`src/rtl/logic_analyzer.sv`:
```
// -----------------------------------------------------------------------------
// logic_analyzer
// 32-channel, 32-deep sample-capture logic analyzer for the DLX debug path.
//
// The host arms the block while in init mode. Dropping in_init starts the
// capture: SIGNALS is stored once per clock into the sample RAM until the RAM
// fills or the host returns to init mode. Samples are read back through
// AI/RAM_OUT with one clock of latency. STATUS_OUT reports progress as
// {full, running, armed, wptr[4:0]}.
//
// Handshake: there is no valid/ready pair. step_en is a level request that is
// sampled on the rising edge and only acts while in_init=1 in IDLE or DONE.
// AI is accepted on every rising edge and its word appears on RAM_OUT after
// that edge.
//
// The sample RAM has no reset, so captured data survives a stop_n pulse.
// -----------------------------------------------------------------------------
module logic_analyzer #(
   parameter int WIDTH = 32,
   parameter int AW    = 5
) (
   input  logic             CLK,
   input  logic             stop_n,
   input  logic [WIDTH-1:0] SIGNALS,
   input  logic             step_en,
   input  logic             in_init,
   input  logic [AW-1:0]    AI,
   output logic [WIDTH-1:0] RAM_OUT,
   output logic [7:0]       STATUS_OUT
);

   localparam int            DEPTH     = 1 << AW;
   localparam logic [AW-1:0] LAST_ADDR = {AW{1'b1}};

   // Capture sequencer states. The state is visible to the host through the
   // armed/running/full bits of STATUS_OUT.
   typedef enum logic [1:0] {
      ST_IDLE  = 2'd0,
      ST_ARMED = 2'd1,
      ST_RUN   = 2'd2,
      ST_DONE  = 2'd3
   } state_e;

   state_e           state_q, state_d;
   logic [AW-1:0]    wptr_q,  wptr_d;
   logic             full_q,  full_d;
   logic             wr_en;
   logic [WIDTH-1:0] ram_out_q;
   logic [WIDTH-1:0] mem_q [DEPTH];

   // Control registers: state, write pointer and full flag; stop_n aborts.
   always_ff @(posedge CLK or negedge stop_n) begin
      if (!stop_n) begin
         state_q <= ST_IDLE;
         wptr_q  <= '0;
         full_q  <= 1'b0;
      end else begin
         state_q <= state_d;
         wptr_q  <= wptr_d;
         full_q  <= full_d;
      end
   end

   // Next-state logic: arming, capture stepping and the stop-on-full rule.
   always_comb begin
      state_d = state_q;
      wptr_d  = wptr_q;
      full_d  = full_q;
      wr_en   = 1'b0;
      case (state_q)
         ST_IDLE, ST_DONE: begin
            // Arming restarts the capture at address 0 and clears full.
            if (in_init && step_en) begin
               state_d = ST_ARMED;
               wptr_d  = '0;
               full_d  = 1'b0;
            end
         end
         ST_ARMED: begin
            // The edge that leaves ARMED does not store a sample.
            if (!in_init) begin
               state_d = ST_RUN;
            end
         end
         ST_RUN: begin
            if (in_init) begin
               // Host took control back: stop, keep pointer for inspection.
               state_d = ST_IDLE;
            end else begin
               wr_en = 1'b1;
               if (wptr_q == LAST_ADDR) begin
                  // Last slot written: pointer parks at the top, no wrap.
                  full_d  = 1'b1;
                  state_d = ST_DONE;
               end else begin
                  wptr_d = wptr_q + AW'(1);
               end
            end
         end
         default: begin
            state_d = ST_IDLE;
         end
      endcase
   end

   // Sample RAM write port; intentionally not reset so captures survive stop_n.
   always_ff @(posedge CLK) begin
      if (wr_en) begin
         mem_q[wptr_q] <= SIGNALS;
      end
   end

   // Registered read port; reads the pre-write word on an address collision.
   always_ff @(posedge CLK or negedge stop_n) begin
      if (!stop_n) begin
         ram_out_q <= '0;
      end else begin
         ram_out_q <= mem_q[AI];
      end
   end

   assign RAM_OUT = ram_out_q;

   // Status word is decoded from registered state, so it shows post-edge values.
   always_comb begin
      STATUS_OUT    = 8'h00;
      STATUS_OUT[7] = full_q;
      STATUS_OUT[6] = (state_q == ST_RUN);
      STATUS_OUT[5] = (state_q == ST_ARMED);
      STATUS_OUT[4:0] = 5'(wptr_q);
   end

endmodule

```
`config.mk`:
```
export PLATFORM = sky130hd
export DESIGN_NAME = logic_analyzer
export DESIGN_NICKNAME = d
export VERILOG_FILES = /design/src/rtl/logic_analyzer.sv
export SDC_FILE = /design/constraint.sdc
export NUM_CORES = 1
export LEC_CHECK = 0
export CAP_MARGIN = 15
export CORE_MARGIN = 10
export CORE_UTILIZATION = 63
export DETAILED_ROUTE_END_ITERATION = 12
export MAX_ROUTING_LAYER = met4
export PLACE_DENSITY = 0.81
export SLEW_MARGIN = 20
export SYNTH_ARGS = -nofsm -noshare
export SYNTH_HDL_FRONTEND = slang
export SYNTH_SLANG_ARGS = --single-unit
```
`constraint.sdc`:
```
create_clock -name CLK -period 8.47 [get_ports CLK]
set_input_delay 0.847 -clock CLK [delete_from_list [all_inputs] [get_ports CLK]]
set_output_delay 0.847 -clock CLK [all_outputs]
set_load 0.005 [all_outputs]
```
After elaboration in Yosys (flattened, before gate mapping) --
Memory sizes are Yosys's and may differ from the RTL's. A register that Yosys moved wholly into a read port is not among the register bits. Index checks and enable logic that the tools add are counted.
Word-level totals: bits in latches 0, register bits after elaboration 8, word-level logic and storage cells 40, memories kept 1, output and inout port bits 40, bits in writable memories 1024, input port bits 41, bits in read-only memories 0
Memories:
- mem_q | words 32, width 32, rd ports 1, clocked after Yosys merged registers in 1, write ports 1, line 49 | logic [WIDTH-1:0] mem_q [DEPTH];
Operators by class: bitwise gates (word level) 0, muxes and demuxes 17, equality and inequality tests 10, shift-type cells 0, $lt $le $gt $ge 0, $add $sub $neg 1, reductions and logical operators 8, div/mod/pow operators 0, $mul 0
Operators with widths (number):
- $mux 5 | 3
- $pmux 5 s2 | 1
- $mux 2 | 4
- $ne 2x2->1 const B | 4
- $reduce_and 4->1 | 2
- $mux 1 | 7
- $pmux 2 s3 | 1
- $add 5x1->5 const B | 1
- $eq 5x5->1 const B | 1
- $eq 2x2->1 const B | 2
- $ne 3x2->1 const B | 1
- $reduce_and 3->1 | 1
- $eq 2x1->1 const B | 1
- $logic_not 2->1 | 1
- $ne 2x1->1 const B | 1
- $pmux 1 s2 | 1
- $reduce_bool 2->1 | 1
- $reduce_or 2->1 | 1
- $logic_and 1x1->1 | 1
- $logic_not 1->1 | 1

Depth between registers and ports, before layout --
Gate-level depths: netlist of run 1.
word-level depth 4, depth in mapped cells 8

Worst setup path before layout of run 1 --
Ideal clock, no wire load.
path type input to register, start input port in_init, end memory mem_q[28][0], enable pin, data arrival time 2.666 ns, path buffers 0, setup slack 5.383 ns, stages 3, data required time 8.049 ns, setup time 0.421 ns, cells stage by stage and2b_1 > nand2_1 > nor2_1
On the way: longest elaborated chain between the ends 4
RTL lines:
- start: declaration | line 26 | input logic in_init,
- $mux 1 | line 86 | if (in_init) begin
- $mux 1 | line 70 | case (state_q)
- $mux 1 | line 108 | if (wr_en) begin
- $mux 1 (not written as such) | line 109 | mem_q[wptr_q] <= SIGNALS;
- end: declaration | line 49
No other way between the ends.

==> summary.txt, run 1 <==
Timing
  – Hold_ws: approximately 400 ps
  – Final Slew Violations: 0
  – Minimum clock period: approximately 3500 ps
  – Unrepaired setup endpoints after global routing: false
  – Setup TNS Final: 0 ps
  – Worst Max-Slew Pin Slew: about 1200 ps
  – Period Utilization, post-route: 0.411
  – Setup ws final: 4990 ps
  – Maximum clock rate: around 290 MHz
  – Setup violators final: 0
  – Max-Slew Margin vs Limit: 0.204
  – Hold Fails Final Rpt: 0
  – Fin Clk Skew: 27.8 ps

Yosys
  – Fraction of the mapped netlist area in adder cells: 0.00243
  – Post-synthesis mux area share: 0.125
  – Main combinational cell family by area after synthesis: multiplexers
  – Syn_area_per_cell: between 15 and 20 sq um
  – Ys Warns: 0
  – Main flop type after synthesis: edfxtp_1
  – Post-synthesis simple-gate area fraction: 0.0324
  – Top cells by area, synth: edfxtp_1, mux2i_1, dfrtp_1
  – Synth Area in Compound Gates: 0.0492
  – Instance count of the mapped netlist: 2316
  – Post-Synth XOR/XNOR Area: 0.000425
  – Synth top area share: 0.746
  – Netlist Area Pre-Place: between 40000 and 50000 sq um
  – Top cell type by total area after synthesis: edfxtp_1
  – Post-synth EDFFs: 1024
  – Seq cells post-synth: around 1100
  – Sequential fraction of the synthesis area: 0.771
  – Mapped Nets: about 2400
  – Synth cell types: 36
  – Post-synth ARST share: 0.0376

CTS
  – Clk sink count: 1064
  – CTS Root Cell: clkbuf_16
  – Cts bufs inserted: a little under 100
  – CTS Buffer Depth: 3
  – Clock transition at path regs: approximately 60 ps
  – Post-CTS Resized: 0
  – Setup Buffers After CTS: 0
  – Worst-Skew Late Latency: approximately 670 ps
  – Hold buffer count at CTS: 0
  – CTS H-tree lvls: 3
  – CTS tree: built

Global route
  – GRT overflow: 0
  – Initial antenna violation count: 6
  – Pin count of the biggest net entering global routing: around 150
  – Total GRT Usage: 0.271
  – Vias in the first global route: 22100
  – First-pass GRT wire length: around 150000 um

Finish
  – Most frequent cells in the layout: edfxtp_1, mux2i_1, nand2_1
  – Post-route core utilization: 0.715
  – Share of cells above drive strength 1: 0.0989
  – Most common library cell in the layout ignoring fill and taps: edfxtp_1
  – Nets: 2463
  – Area Overhead vs Synth: 12.1%

Detailed routing
  – Routed Antenna Nets: 0
  – Routed len/inst: between 20 and 30 um
  – DRC Markers: 0
  – DR vias/cell: about 6.6
  – TritonRoute pass-1 iters: 5
  – Routed vias: ~22000
  – DR iter-0 viols: between 2000 and 3000
  – Final WL: ~100000 um

Setup path
  – Startpoint types: input port
  – Worst-path maximum fanout: 81
  – Critical Path AT: 4010 ps
  – Reg2reg path depth: 6
  – CP required: ~9000 ps
  – R2R Path End: mem_q[4][30]$_DFFE_PP_
  – CP most frequent cell: buf_4
  – Crit end category: flip-flop
  – Cells along the critical path: clkdlybuf4s50_1 > nor2b_4 > buf_4 > buf_4 > a22o_1 > nor3_1 > a31oi_1 > nand3_1
  – R2R Path Start: state_q[0]$_DFFE_PN0P_
  – Setup slack, reg-to-reg: 5170 ps
  – WS Path Type: input port to flip-flop
  – Slowest stage cell, crit path: buf_4
  – Cell family with most CP delay: buffers and inverters
  – WP buf/inv: 3
  – Largest stage delay, worst path: approximately 1000 ps

Run
  – Max Cap Viol: 0

Min path
  – Hold Path Class: input port to async pin

Placed design
  – Place WS: roughly 4400 ps
  – Final GP Congestion: 0.800
  – I/O Buffers: 80
  – Detail Placement HPWL: approximately 49000 um

Die
  – # rows: just over 90
  – I/O Pins: 81
  – Chip height: 276 um
  – Core area: around 65000 sq um
  – Horiz. Die Dim: around 280 um
  – Die area: 76000 sq um
  – Initial Util: 0.638

Power and ir drop
  – Leak: roughly 0.016 uW
  – Power per cell area: 236 nW/um^2
  – Maximum vdd drop: 0.166 mV

Outcome
  – Status: complete, no violations
power breakdown:
group | leakage, uW | internal (uW) | switching, uW
Clock | 0.00160 | 2570 | 1870
Sequential | 0.00969 | 5820 | 32.0
Combinational | 0.00479 | 223 | 373
Total | 0.0161 | 8610 | 2270
final cells by class:
class	count	area, sq um
Sequential cell	1064	31800
Fill cell	3702	18400
Multi-Input combinational cell	1117	8890
Clock buffer	128	2680
Timing Repair Buffer	128	1160
Tap cell	855	1070
Clock inverter	56	596
Inverter	4	15.0
Antenna cell	5	12.5
flip-flops by register name, summed over array words and instances (netlist names):
signal	cells
RAM_OUT	32
full_q	1
wptr_q	5
mem_q	1024
state_q	2
routing by layer:
layer	track usage	routed length, um	vias to the layer above
li1	-	-	9359
met1	0.339	35900	11000
met2	0.433	49100	1407
met3	0.0515	10500	275
met4	0.115	4350	0
met5	-	0	-
cell usage after synthesis, drive strengths merged, types with 2 or more instances:
cell / instances
nor3b: 2
dfrtp: 40
buf: 94
nand2: 108
ha: 8
a21oi: 100
edfxtp: 1024
mux2i: 512
nor3: 32
nand3: 97
nor2b: 3
nand2b: 4
a31oi: 32
inv: 4
clkbuf: 37
nand3b: 3
a22o: 64
xor2: 2
a22oi: 96
o21ai: 6
nor2: 38
per-stage QoR:
stage               total power (uW)  std cells  instance area, sq um
detailed placement              6550       3168                 42900
CTS                            10900       3352                 46200
global placement                6520       3168                 42900
finish                         10900       3357                 46200
floorplan                       6280       2316                 41200
global route                   11200       3357                 46200
logic make-up after synthesis:
| group | count (synthesis) |
|---|---|
| mux | 513 |
| xor+xnor | 2 |
| fa+ha+maj | 8 |
| simple gates | 294 |
| compound gates | 300 |
| buf+inv | 135 |
| flops | 1064 |
worst max path at each step:
stage / start / end / slack [ps] / cells after the start
after floorplan: in_init / mem_q[28][0]$_DFFE_PP_ / 5380 / 3
after global placement: AI[0] / RAM_OUT[25]$_DFF_PN0_ / 4560 / 8
after detailed placement: AI[2] / RAM_OUT[26]$_DFF_PN0_ / 4420 / 8
after CTS: AI[2] / RAM_OUT[26]$_DFF_PN0_ / 5110 / 8
after global routing: AI[0] / RAM_OUT[26]$_DFF_PN0_ / 4920 / 8
final: AI[2] / RAM_OUT[26]$_DFF_PN0_ / 4990 / 8
Note: power is estimated with default switching activity, not from simulation.
==> run 2, diff against run 1 <==
CORE_UTILIZATION = 62   (was 63)
PLACE_DENSITY = 0.79   (was 0.81)
clock period = 3.5 ns   (was 8.47 ns; I/O delays follow)
==> run 2 against run 1 <==
  * Non-clock buffer count rose by 42
  * Die area is 1.5% higher
  * Combinational power rose to 2.5 times the previous value
  * Cell count grew 1.1%
  * Clock-buffer cell count up 8
  * Via count is 0.74% lower
  * Worst hold slack worse by 170 ps
  * Critical path depth is 2 lower
  * Routed wire length fell by 6.4%
  * Global-route usage shrank 2.6 points
  * First-iteration DRC count is 11% lower
  * Core utilization fell by 0.68 points
==> summary.txt, run 2 (synthesis results as in run 1) <==
Detailed routing
  – Routed Antenna Nets: 0
  – DRC Markers: 0
  – Routed len/inst: 27.5 um
  – Final WL: approximately 93000 um
  – TritonRoute pass-1 iters: 6
  – Routed vias: 21900
  – DR vias/cell: around 6.5
  – DR iter-0 viols: approximately 2500

Setup path
  – Crit end category: flip-flop
  – CP required: 3780 ps
  – Cells along the critical path: inv_1 > ha_1 > and2b_1 > nand2_1 > nor2_4 > buf_4
  – Setup slack, reg-to-reg: just over 800 ps
  – Setup crit start: state_q[0]$_DFFE_PN0P_
  – Worst-path maximum fanout: 32
  – R2R Path Start: state_q[0]$_DFFE_PN0P_
  – Critical Path AT: about 3000 ps
  – Largest stage delay, worst path: about 530 ps
  – WS Path Type: flip-flop to flip-flop
  – Slowest stage cell, crit path: buf_4
  – Startpoint types: flip-flop

Die
  – Initial Util: 0.625
  – Die area: between 70000 and 80000 sq um
  – Core area: 65900 sq um
  – Chip height: between 200 and 300 um
  – # rows: between 90 and 100
  – Horiz. Die Dim: roughly 280 um
  – I/O Pins: between 80 and 90

Timing
  – Setup violators final: 0
  – Setup TNS Final: 0 ps
  – Fin Clk Skew: 17.6 ps
  – Unrepaired setup endpoints after global routing: false
  – Final Slew Violations: 0
  – Worst Max-Slew Pin Slew: around 1100 ps
  – Hold Fails Final Rpt: 0
  – Minimum clock period: roughly 2700 ps
  – Maximum clock rate: between 300 and 400 MHz
  – Period Utilization, post-route: 0.767
  – Max-Slew Margin vs Limit: 0.264
  – Hold_ws: around 220 ps

CTS
  – CTS Root Cell: clkbuf_16
  – Setup Buffers After CTS: 0
  – Post-CTS Resized: 0
  – Hold buffer count at CTS: 1
  – CTS H-tree lvls: 3
  – Clock transition at path regs: ~60 ps
  – Clk sink count: between 1000 and 1500
  – Worst-Skew Late Latency: around 650 ps
  – CTS tree: built
  – CTS Buffer Depth: 3
  – Cts bufs inserted: 97

Global route
  – Initial antenna violation count: 1
  – Vias in the first global route: about 22000
  – Pin count of the biggest net entering global routing: between 70 and 80
  – Total GRT Usage: 0.245
  – GRT overflow: 0
  – First-pass GRT wire length: 139000 um

Power and ir drop
  – Leak: around 0.016 uW
  – Maximum vdd drop: approximately 0.36 mV
  – Total power after layout: ~26000 uW
  – Power per cell area: 559 nW/um^2

Finish
  – Multi-input logic area: a little under 9000 sq um
  – # fillers: 3876
  – ANT cells: 0
  – Most common library cell in the layout ignoring fill and taps: edfxtp_1
  – Max FFs per register: 1024
  – FF/Latch Area: ~32000 sq um
  – Post-route core utilization: 0.708
  – Reg with most FFs: mem_q
  – Area Overhead vs Synth: 13.2%
  – Most frequent cells in the layout: edfxtp_1, mux2i_1, nand2_1
  – Post-Layout Cell Count: ~3400
  – Nets: roughly 2500
  – Share of cells above drive strength 1: 0.115

Min path
  – Hold Path Class: input port to flip-flop
  – Hold_sp: SIGNALS[23]

Placed design
  – I/O Buffers: 80
  – Placed Cells: about 3200
  – Final GP Congestion: 0.858
  – Detail Placement HPWL: approximately 53000 um

Outcome
  – Status: complete, no violations

Run
  – Max Cap Viol: 0
[run 2: cell count changes in the layout (fill, tap and decap cells not counted), moves of 3 or more]
cell / delta
clkbuf_1: +6
clkinv_1: -8
bufinv_16: -3
diode_2: -5
buf_2: +8
clkdlybuf4s50_1: -8
buf_12: +25
buf_4: +16
[run 2: final cells by class]
type,count,area share
clock inverters,40,0.00888
clock buffers,136,0.0587
multi-input cells,1117,0.191
repair buffers,170,0.0375
inverters,4,0.000322
well taps,864,0.0232
flip-flops and latches,1064,0.681
[run 2: critical path, delay by kind of cell, from the launching register on]
family,cells,cell delay (ps)
fa+ha+maj,1,290
flops,1,380
buf+inv,2,610
simple gates,3,1020
[run 2: power by group]
group	total, uW	switching (uW)	internal (uW)
Combinational	1510	938	568
Sequential	14100	73.0	14100
Clock	10400	4370	6030
Total	26100	5390	20700
[run 2: path summary, 6_finish.rpt]
path | endpoint | depth (start not counted)
min in group asynchronous | RAM_OUT[2]$_DFF_PN0_ | 2
setup reg to reg | mem_q[18][31]$_DFFE_PP_ | 6
max in group asynchronous | RAM_OUT[22]$_DFF_PN0_ | 3
hold reg to reg | full_q$_DFFE_PN0P_ | 2
hold / removal | mem_q[5][23]$_DFFE_PP_ | 1
setup / recovery | mem_q[18][31]$_DFFE_PP_ | 6
[run 2: metrics by stage]
step / setup WS (ps) / area (sq um)
6_report: 814 / 46600
5_1_grt: 658 / 46600
4_1_cts: 852 / 46700
3_5_place_dp: 682 / 43600
3_3_place_gp: 776 / 43600
2_1_floorplan: 599 / 41200
[run 2: per-layer routing]
layer  vias up  part of all wire  GRT usage  routed length [um]
met5         -                 0          -                   0
met4         0             0.028     0.0853                2650
met3       175             0.089     0.0336                8280
met2      1167              0.49      0.385               45900
met1     11100              0.39      0.330               36600
li1       9447                 -          -                   -
